==> src/rtl/bus_pkg.sv <==
// rtl/bus_pkg.sv - shared state encoding and slot constants for the bus demux receiver
package bus_pkg;
  typedef enum logic {
    IDLE = 1'b0,
    SLOT = 1'b1
  } state_t;

  localparam int              NUM_SLOTS = 4;
  localparam int              SEL_W     = 2;
  localparam logic [SEL_W-1:0] LAST_SLOT = 2'd3;
endpackage

==> src/rtl/slot_timer.sv <==
// rtl/slot_timer.sv - per-slot cycle counter, ticks on the last cycle of each slot
module slot_timer #(
  parameter int SLOT_CYCLES = 4
) (
  input  logic clk,
  input  logic rst,
  input  logic clr,
  input  logic en,
  output logic tick
);
  localparam int CNT_W = (SLOT_CYCLES > 1) ? $clog2(SLOT_CYCLES) : 1;
  localparam logic [CNT_W-1:0] LAST_CNT = CNT_W'(SLOT_CYCLES - 1);

  logic [CNT_W-1:0] r_cnt;

  assign tick = en && (r_cnt == LAST_CNT);

  always_ff @(posedge clk or posedge rst) begin
    if (rst) begin
      r_cnt <= '0;
    end else if (clr || tick) begin
      r_cnt <= '0;
    end else if (en) begin
      r_cnt <= r_cnt + 1'b1;
    end
  end
endmodule

==> src/rtl/bus_demux_receiver.sv <==
// rtl/bus_demux_receiver.sv - steps the source mux selects through four slots and
// publishes the four samples together as one frame
module bus_demux_receiver
  import bus_pkg::*;
#(
  parameter int WIDTH       = 1,
  parameter int SLOT_CYCLES = 4
) (
  input  logic             clk,
  input  logic             rst,
  input  logic             start,
  input  logic [WIDTH-1:0] d,
  output logic             s1,
  output logic             s0,
  output logic [WIDTH-1:0] o0,
  output logic [WIDTH-1:0] o1,
  output logic [WIDTH-1:0] o2,
  output logic [WIDTH-1:0] o3,
  output logic             frame_valid,
  output logic             busy
);
  state_t           r_state;
  logic [SEL_W-1:0] r_slot;
  logic [WIDTH-1:0] r_sh0, r_sh1, r_sh2;
  logic [WIDTH-1:0] r_o0, r_o1, r_o2, r_o3;
  logic             r_frame_valid;
  logic             r_busy;
  logic             w_tick;
  logic             w_timer_clr;
  logic             w_timer_en;

  assign w_timer_clr = (r_state == IDLE);
  assign w_timer_en  = (r_state == SLOT);

  slot_timer #(
    .SLOT_CYCLES(SLOT_CYCLES)
  ) u_slot_timer (
    .clk (clk),
    .rst (rst),
    .clr (w_timer_clr),
    .en  (w_timer_en),
    .tick(w_tick)
  );

  // r_slot is held at 0 in IDLE, so the selects need no state qualification
  assign s1          = r_slot[1];
  assign s0          = r_slot[0];
  assign o0          = r_o0;
  assign o1          = r_o1;
  assign o2          = r_o2;
  assign o3          = r_o3;
  assign frame_valid = r_frame_valid;
  assign busy        = r_busy;

  always_ff @(posedge clk or posedge rst) begin
    if (rst) begin
      r_state       <= IDLE;
      r_slot        <= '0;
      r_sh0         <= '0;
      r_sh1         <= '0;
      r_sh2         <= '0;
      r_o0          <= '0;
      r_o1          <= '0;
      r_o2          <= '0;
      r_o3          <= '0;
      r_frame_valid <= 1'b0;
      r_busy        <= 1'b0;
    end else begin
      r_frame_valid <= 1'b0;
      case (r_state)
        IDLE: begin
          if (start) begin
            r_state <= SLOT;
            r_slot  <= '0;
            r_busy  <= 1'b1;
          end
        end
        SLOT: begin
          if (w_tick) begin
            if (r_slot != LAST_SLOT) begin
              case (r_slot)
                2'd0:    r_sh0 <= d;
                2'd1:    r_sh1 <= d;
                default: r_sh2 <= d;
              endcase
              r_slot <= r_slot + 2'd1;
            end else begin
              // all four outputs move on the same edge so no partial frame is visible
              r_o0          <= r_sh0;
              r_o1          <= r_sh1;
              r_o2          <= r_sh2;
              r_o3          <= d;
              r_frame_valid <= 1'b1;
              r_state       <= IDLE;
              r_slot        <= '0;
              r_busy        <= 1'b0;
            end
          end
        end
        default: r_state <= IDLE;
      endcase
    end
  end
endmodule

==> config.mk <==
export PLATFORM = sky130hd
export DESIGN_NAME = bus_demux_receiver
export DESIGN_NICKNAME = d
export VERILOG_FILES = /design/src/rtl/bus_pkg.sv /design/src/rtl/slot_timer.sv /design/src/rtl/bus_demux_receiver.sv
export SDC_FILE = /design/constraint.sdc
export NUM_CORES = 1
export LEC_CHECK = 0
export BUFFER_PORTS_ARGS = -buffer_cell sky130_fd_sc_hd__buf_2
export CAP_MARGIN = 40
export CORE_MARGIN = 1.5
export CORE_UTILIZATION = 45
export DETAILED_ROUTE_END_ITERATION = 12
export PLACE_DENSITY = 0.7
export RECOVER_POWER = 25
export SYNTH_ARGS = -nofsm -noshare
export SYNTH_HDL_FRONTEND = slang
export SYNTH_SLANG_ARGS = --single-unit
==> constraint.sdc <==
create_clock -name clk -period 1.4 [get_ports clk]
set_input_delay 0.35 -clock clk [delete_from_list [all_inputs] [get_ports clk]]
set_output_delay 0.35 -clock clk [all_outputs]
set_load 0.1 [all_outputs]
==> flow_summary.yaml, run 1 <==
routing:
  first_pass_iters: 4
  postRouteAntennaNets: 0
  routed_wl_um: 1050
  drc_errors: 0
  via_count: 403
  drt-vias-per-instance: 4.91
  drtIter0Drc: 9
  post_drt_wl_per_cell_um: 12.9
final_layout:
  nNetsFinal: 78
  drive_above_1_share_pct: 46.3
  mostFrequentLayoutCells: "dfrtp_1 (12), buf_12 (7), nand2_1 (5)"
  syn_to_final_growth_pct: 44.4
  antennaDiodeCount: 0
  final_common_cell: "dfrtp_1"
logic_synthesis:
  syn-instance-count: 49
  yosysUniqueCellTypes: 18
  synth.avg_cell_area_um2: 12.6
  synth_area_um2: 617
  yosys_warnings: 0
  ys_ff_latch: 14
  ys_seq_area_share_pct: 56.8
  synth_fp_nets: 58
critical_path:
  critical_path_class: "flop to flop"
  r2r_start: "r_slot[0]"
  ff2ff_path_depth: 4
  critPathCaptureType: "flop"
  r2r_setup_slack_ps: -100
  arrival_ps: 1660
  crit_required_ps: 1560
  crit_path_max_fanout: 7
  setup.worst_path.start_class: "flop"
  regToRegEndpoint: "r_sh2"
global_route:
  grt_start_max_net_pins: 15
  antenna_found_initial: 0
  gr-usage-all-layers_pct: 17.5
  grt-ovfl-total: 0
  grt_pass1_vias: 398
  grt_pass1_wl_um: 1700
clocking:
  root_buffer: "clkbuf_4"
  numClockSinks: 14
  cts.reportedPaths.clkPinSlew_ps: 80
  cts.path.max_buffers: 2
  cts_tree: "built"
  ctsHtreeMaxLevel: 1
  clock_latency_ps: 270
  cts_buffers: 3
placed_design:
  dp_slack_ps: -99.8
  dpl.hpwl_um: 788
  io_buffer_count: 11
  gp_congestion: 0.730
floorplanning:
  dieArea_um2: 1600
  rows: 13
  fp.dieW_um: 40.0
  ios: 12
  core_um2: 1280
  initial_utilization_pct: 48.0
  die_h_um: 40.0
hold_path:
  hold_class: "input port to asynchronous set/reset pin"
sta:
  period_share_pct: 107
  setup_slack_ps: -103
  setup_viol: 7
  tightest_slew_ps: 518
  skew_ps: 3.09
  slew-limit-headroom_pct: 65.5
  drv_slew: 0
  period_needed_ps: 1500
  fmax_ghz: 0.666
  finalHoldViolations: 0
  grt_setup_unrepaired: "yes"
run_status:
  status: "finished with violations"
  failed_checks: "setup timing"
flow_run:
  cap_violations: 0
==> worst max-delay path by stage <==
stage	startpoint	end	slack, ps	cells past startpoint
final	r_slot[0]	r_sh2	-100	4
after global routing	r_slot[0]	r_sh2	-150	4
after CTS	r_slot[0]	r_sh2	-70	4
after detailed placement	r_slot[0]	r_sh2	-100	4
after global placement	r_slot[0]	r_sh2	-50	4
after floorplan	r_slot[0]	r_sh2	-200	4
==> synth_stat cells <==
cell type  instances  area [um2]
mux2i_1            1        10.0
a32o_1             1        10.0
ha_1               5        62.6
and3b_2            1        10.0
nand3_1            1        5.00
a21oi_1            1        5.00
nand3b_1           1        7.51
nand2_1            5        18.8
inv_1              4        15.0
nor3_1             1        5.00
and3b_1            1        8.76
o21ai_0            1        5.00
dfrtp_1           14         350
nor2_1             3        11.3
nor2b_1            1        6.26
mux2_1             2        22.5
buf_4              1        7.51
mux2_2             5        56.3
==> registers in the layout, indices dropped and copies added, names as in the netlist <==
name,cells
o3,1
r_slot,2
r_sh2,1
o1,1
u_slot_timer.r_cnt,2
o2,1
o0,1
r_sh1,1
r_state,1
frame_valid,1
r_sh0,1
busy,1
==> cell type report <==
type / instances / area [um2]
multi-input combinational: 30 / 273
tap: 15 / 18.8
sequential: 14 / 358
inverter: 4 / 15.0
fill: 91 / 394
timing repair buffer: 16 / 204
clock buffer: 3 / 22.5
==> repair_timing <==
action	CTS	global route
setup buffers	1	0
setup endpoints to repair	7	10
hold buffers	0	0
resized for setup	3	1
pin swaps	0	0
endpoints found under the hold margin	0	0
==> metal layers <==
layer | up-vias | share of wire (%) | GRT usage (%)
met3 | 2 | 3.2 | 5.00
met5 | - | 0 | 0
met4 | 0 | 0.95 | 10.3
met1 | 188 | 49 | 22.3
met2 | 9 | 47 | 26.2
li1 | 204 | - | -
==> per-stage QoR <==
step	area [um2]	hold slack (ps)	util, %	TNS, ps	instances
3_5_place_dp	846	417	65.8	-131	78
2_1_floorplan	644	239	-	-804	49
5_1_grt	891	150	69.3	-601	82
4_1_cts	888	120	69.1	-239	82
6_report	891	97.8	69.3	-237	82
3_3_place_gp	846	412	65.8	-51.0	78
==> worst max-delay path, stage by stage (launching register included) <==
cell	delay, ps
dfrtp_4	520
ha_4	170
nand3b_1	200
nor3_2	180
mux2_4	320
==> kinds of logic (layout without fill, tap and decap cells) <==
group,count (synthesis),after routing,synth area share [%]
mux,8,8,14.4
simple gates,14,14,11.8
buf+inv,5,23,3.65
flops,14,14,56.8
fa+ha+maj,5,5,10.1
compound gates,3,3,3.24
Power of run 1 is left out: the tool's default activity adds up to more than one toggle a clock period on the data nets, which glitch-free logic cannot reach.
==> run 2, diff against run 1 <==
--- a/config.mk
+++ b/config.mk
@@ -5,6 +5,7 @@
 export SDC_FILE = /design/constraint.sdc
 export NUM_CORES = 1
 export LEC_CHECK = 0
+export ABC_AREA = 1
 export BUFFER_PORTS_ARGS = -buffer_cell sky130_fd_sc_hd__buf_2
 export CAP_MARGIN = 40
 export CORE_MARGIN = 1.5
==> flow_summary.yaml, run 2 <==
sta:
  period_needed_ps: 1340
  skew_ps: 0.191
  tns_ps: 0
  period_share_pct: 95.9
  tightest_slew_ps: 529
  setup_slack_ps: 57.6
  fmax_ghz: 0.745
  slew-limit-headroom_pct: 64.7
  drv_slew: 0
  finalHoldViolations: 0
  grt_setup_unrepaired: "no"
  setup_viol: 0
floorplanning:
  ios: 12
  rows: 13
  core_um2: 1300
  initial_utilization_pct: 48.2
  dieArea_um2: 1630
  fp.dieW_um: 40.3
  die_h_um: 40.3
final_layout:
  antennaDiodeCount: 0
  mostFrequentLayoutCells: "nand2_1 (28), dfrtp_1 (12), buf_12 (7)"
  final_common_cell: "nand2_1"
  syn_to_final_growth_pct: 35.9
  nNetsFinal: 93
  layout.cells.non_filler: 98
  drive_above_1_share_pct: 26.5
  reg_top3: "r_slot: 2 flops, u_slot_timer.r_cnt: 2 flops"
critical_path:
  path_buf_inv: 1
  arrival_ps: 990
  cp_slowest_cell: "dfrtp_4"
  slowest_delay_ps: 520
  critPathTopFamily: "flip-flops"
  critPathCaptureType: "output pin"
  r2r_start: "r_slot[0]"
  r2r_setup_slack_ps: 160
  setup.worst_path.start_class: "flop"
  crit_start: "r_slot[0]"
  cp.depth: 1
  crit_path_max_fanout: 6
  regToRegEndpoint: "r_sh0"
  critical_path_class: "flop to output pin"
  cp_cell_sequence: "buf_12"
  ff2ff_path_depth: 5
  crit_required_ps: 1050
logic_synthesis:
  ys.flop_type: "dfrtp_1"
  yosysUniqueCellTypes: 13
  yosys.area.top_type_share_pct: 55.9
  yosysTopAreaCell: "dfrtp_1"
  synth_common_cells: "nand2_1 (28), dfrtp_1 (14), ha_1 (5), inv_1 (5), nor2_1 (5)"
  synth_most_common_cell: "nand2_1"
  ys_seq_area_share_pct: 55.9
  syn-instance-count: 68
  synth.avg_cell_area_um2: 9.22
  synth_enable_flop_cells: 0
  ys_ff_latch: 14
  ys_async_sr_fraction_pct: 100
  synth_area_leaders: "dfrtp_1 (56%), nand2_1 (17%), ha_1 (10%)"
  synth_area_um2: 627
  yosys_warnings: 0
  synth_fp_nets: 77
routing:
  drtIter0Drc: 14
  first_pass_iters: 4
  post_drt_wl_per_cell_um: 11.2
  via_count: 473
  drt-vias-per-instance: 4.83
  postRouteAntennaNets: 0
  drc_errors: 0
  routed_wl_um: 1100
global_route:
  gr-usage-all-layers_pct: 17.6
  grt_start_max_net_pins: 15
  grt_pass1_wl_um: 1750
  antenna_found_initial: 0
  grt_pass1_vias: 419
  grt-ovfl-total: 0
clocking:
  root_buffer: "clkbuf_4"
  clock_latency_ps: 280
  cts.reportedPaths.clkPinSlew_ps: 90
  numClockSinks: 14
  cts_buffers: 3
  hold_buffers: 0
  ctsHtreeMaxLevel: 1
  cts.path.max_buffers: 2
  cts_tree: "built"
placed_design:
  dpl.hpwl_um: 828
  gp_congestion: 0.679
  io_buffer_count: 11
  dp_slack_ps: 192
  dp_cells: 94
hold_path:
  hold_class: "input port to asynchronous set/reset pin"
flow_run:
  cap_violations: 0
run_status:
  status: "complete, no violations"
-- run 2: cell types whose count changed after synthesis, moves of 2 or more --
cell and delta:
o21ai_1 +2, nor2_1 +2, nand2_1 +23, mux2_2 -5, mux2_1 -2, nand3_1 +2
-- run 2: logic make-up after synthesis --
| group | Yosys count | synth area share [%] |
|---|---|---|
| AND/OR/NAND/NOR | 39 | 26.7 |
| buffers and inverters | 7 | 4.99 |
| flip-flops | 14 | 55.9 |
| adder cells (fa/ha/maj) | 5 | 9.98 |
| AO/OA/AOI/OAI | 3 | 2.39 |
-- run 2: repair_timing --
action	CTS	global route
setup endpoints to repair	1	0
endpoints found under the hold margin	0	0
setup buffers	0	0
resized for setup	1	0
-- run 2: layout make-up --
| cell class | count | area (um2) |
|---|---|---|
| Multi-Input combinational cell | 47 | 245 |
| Tap cell | 15 | 18.8 |
| Clock buffer | 4 | 36.3 |
| Inverter | 7 | 31.3 |
| Timing Repair Buffer | 11 | 163 |
| Sequential cell | 14 | 358 |
| Fill cell | 120 | 449 |
-- run 2: routing by layer --
metal  global-route usage (%)  share of wire, %  vias up
li1                         -                 -      238
met1                     21.4                48      217
met2                     25.0                45       14
met3                     8.33               4.9        4
met4                     10.0               1.7        0
met5                        0                 0        -
-- run 2: worst max path at each step --
stage | to | slack [ps]
floorplan | r_sh2 | 50
global placement | r_sh0 | 220
detailed placement | r_sh2 | 190
CTS | s0 | 50
global route | s0 | 30
finish | s0 | 60
-- run 2: metrics by stage --
stage	hold slack (ps)	utilization [%]	area, um2
floorplan	239	-	634
global placement	410	62.5	813
detailed placement	410	62.5	813
CTS	95.0	65.5	852
global route	119	65.5	852
finish	85.3	65.5	852
Power of run 2 is left out for the same reason.
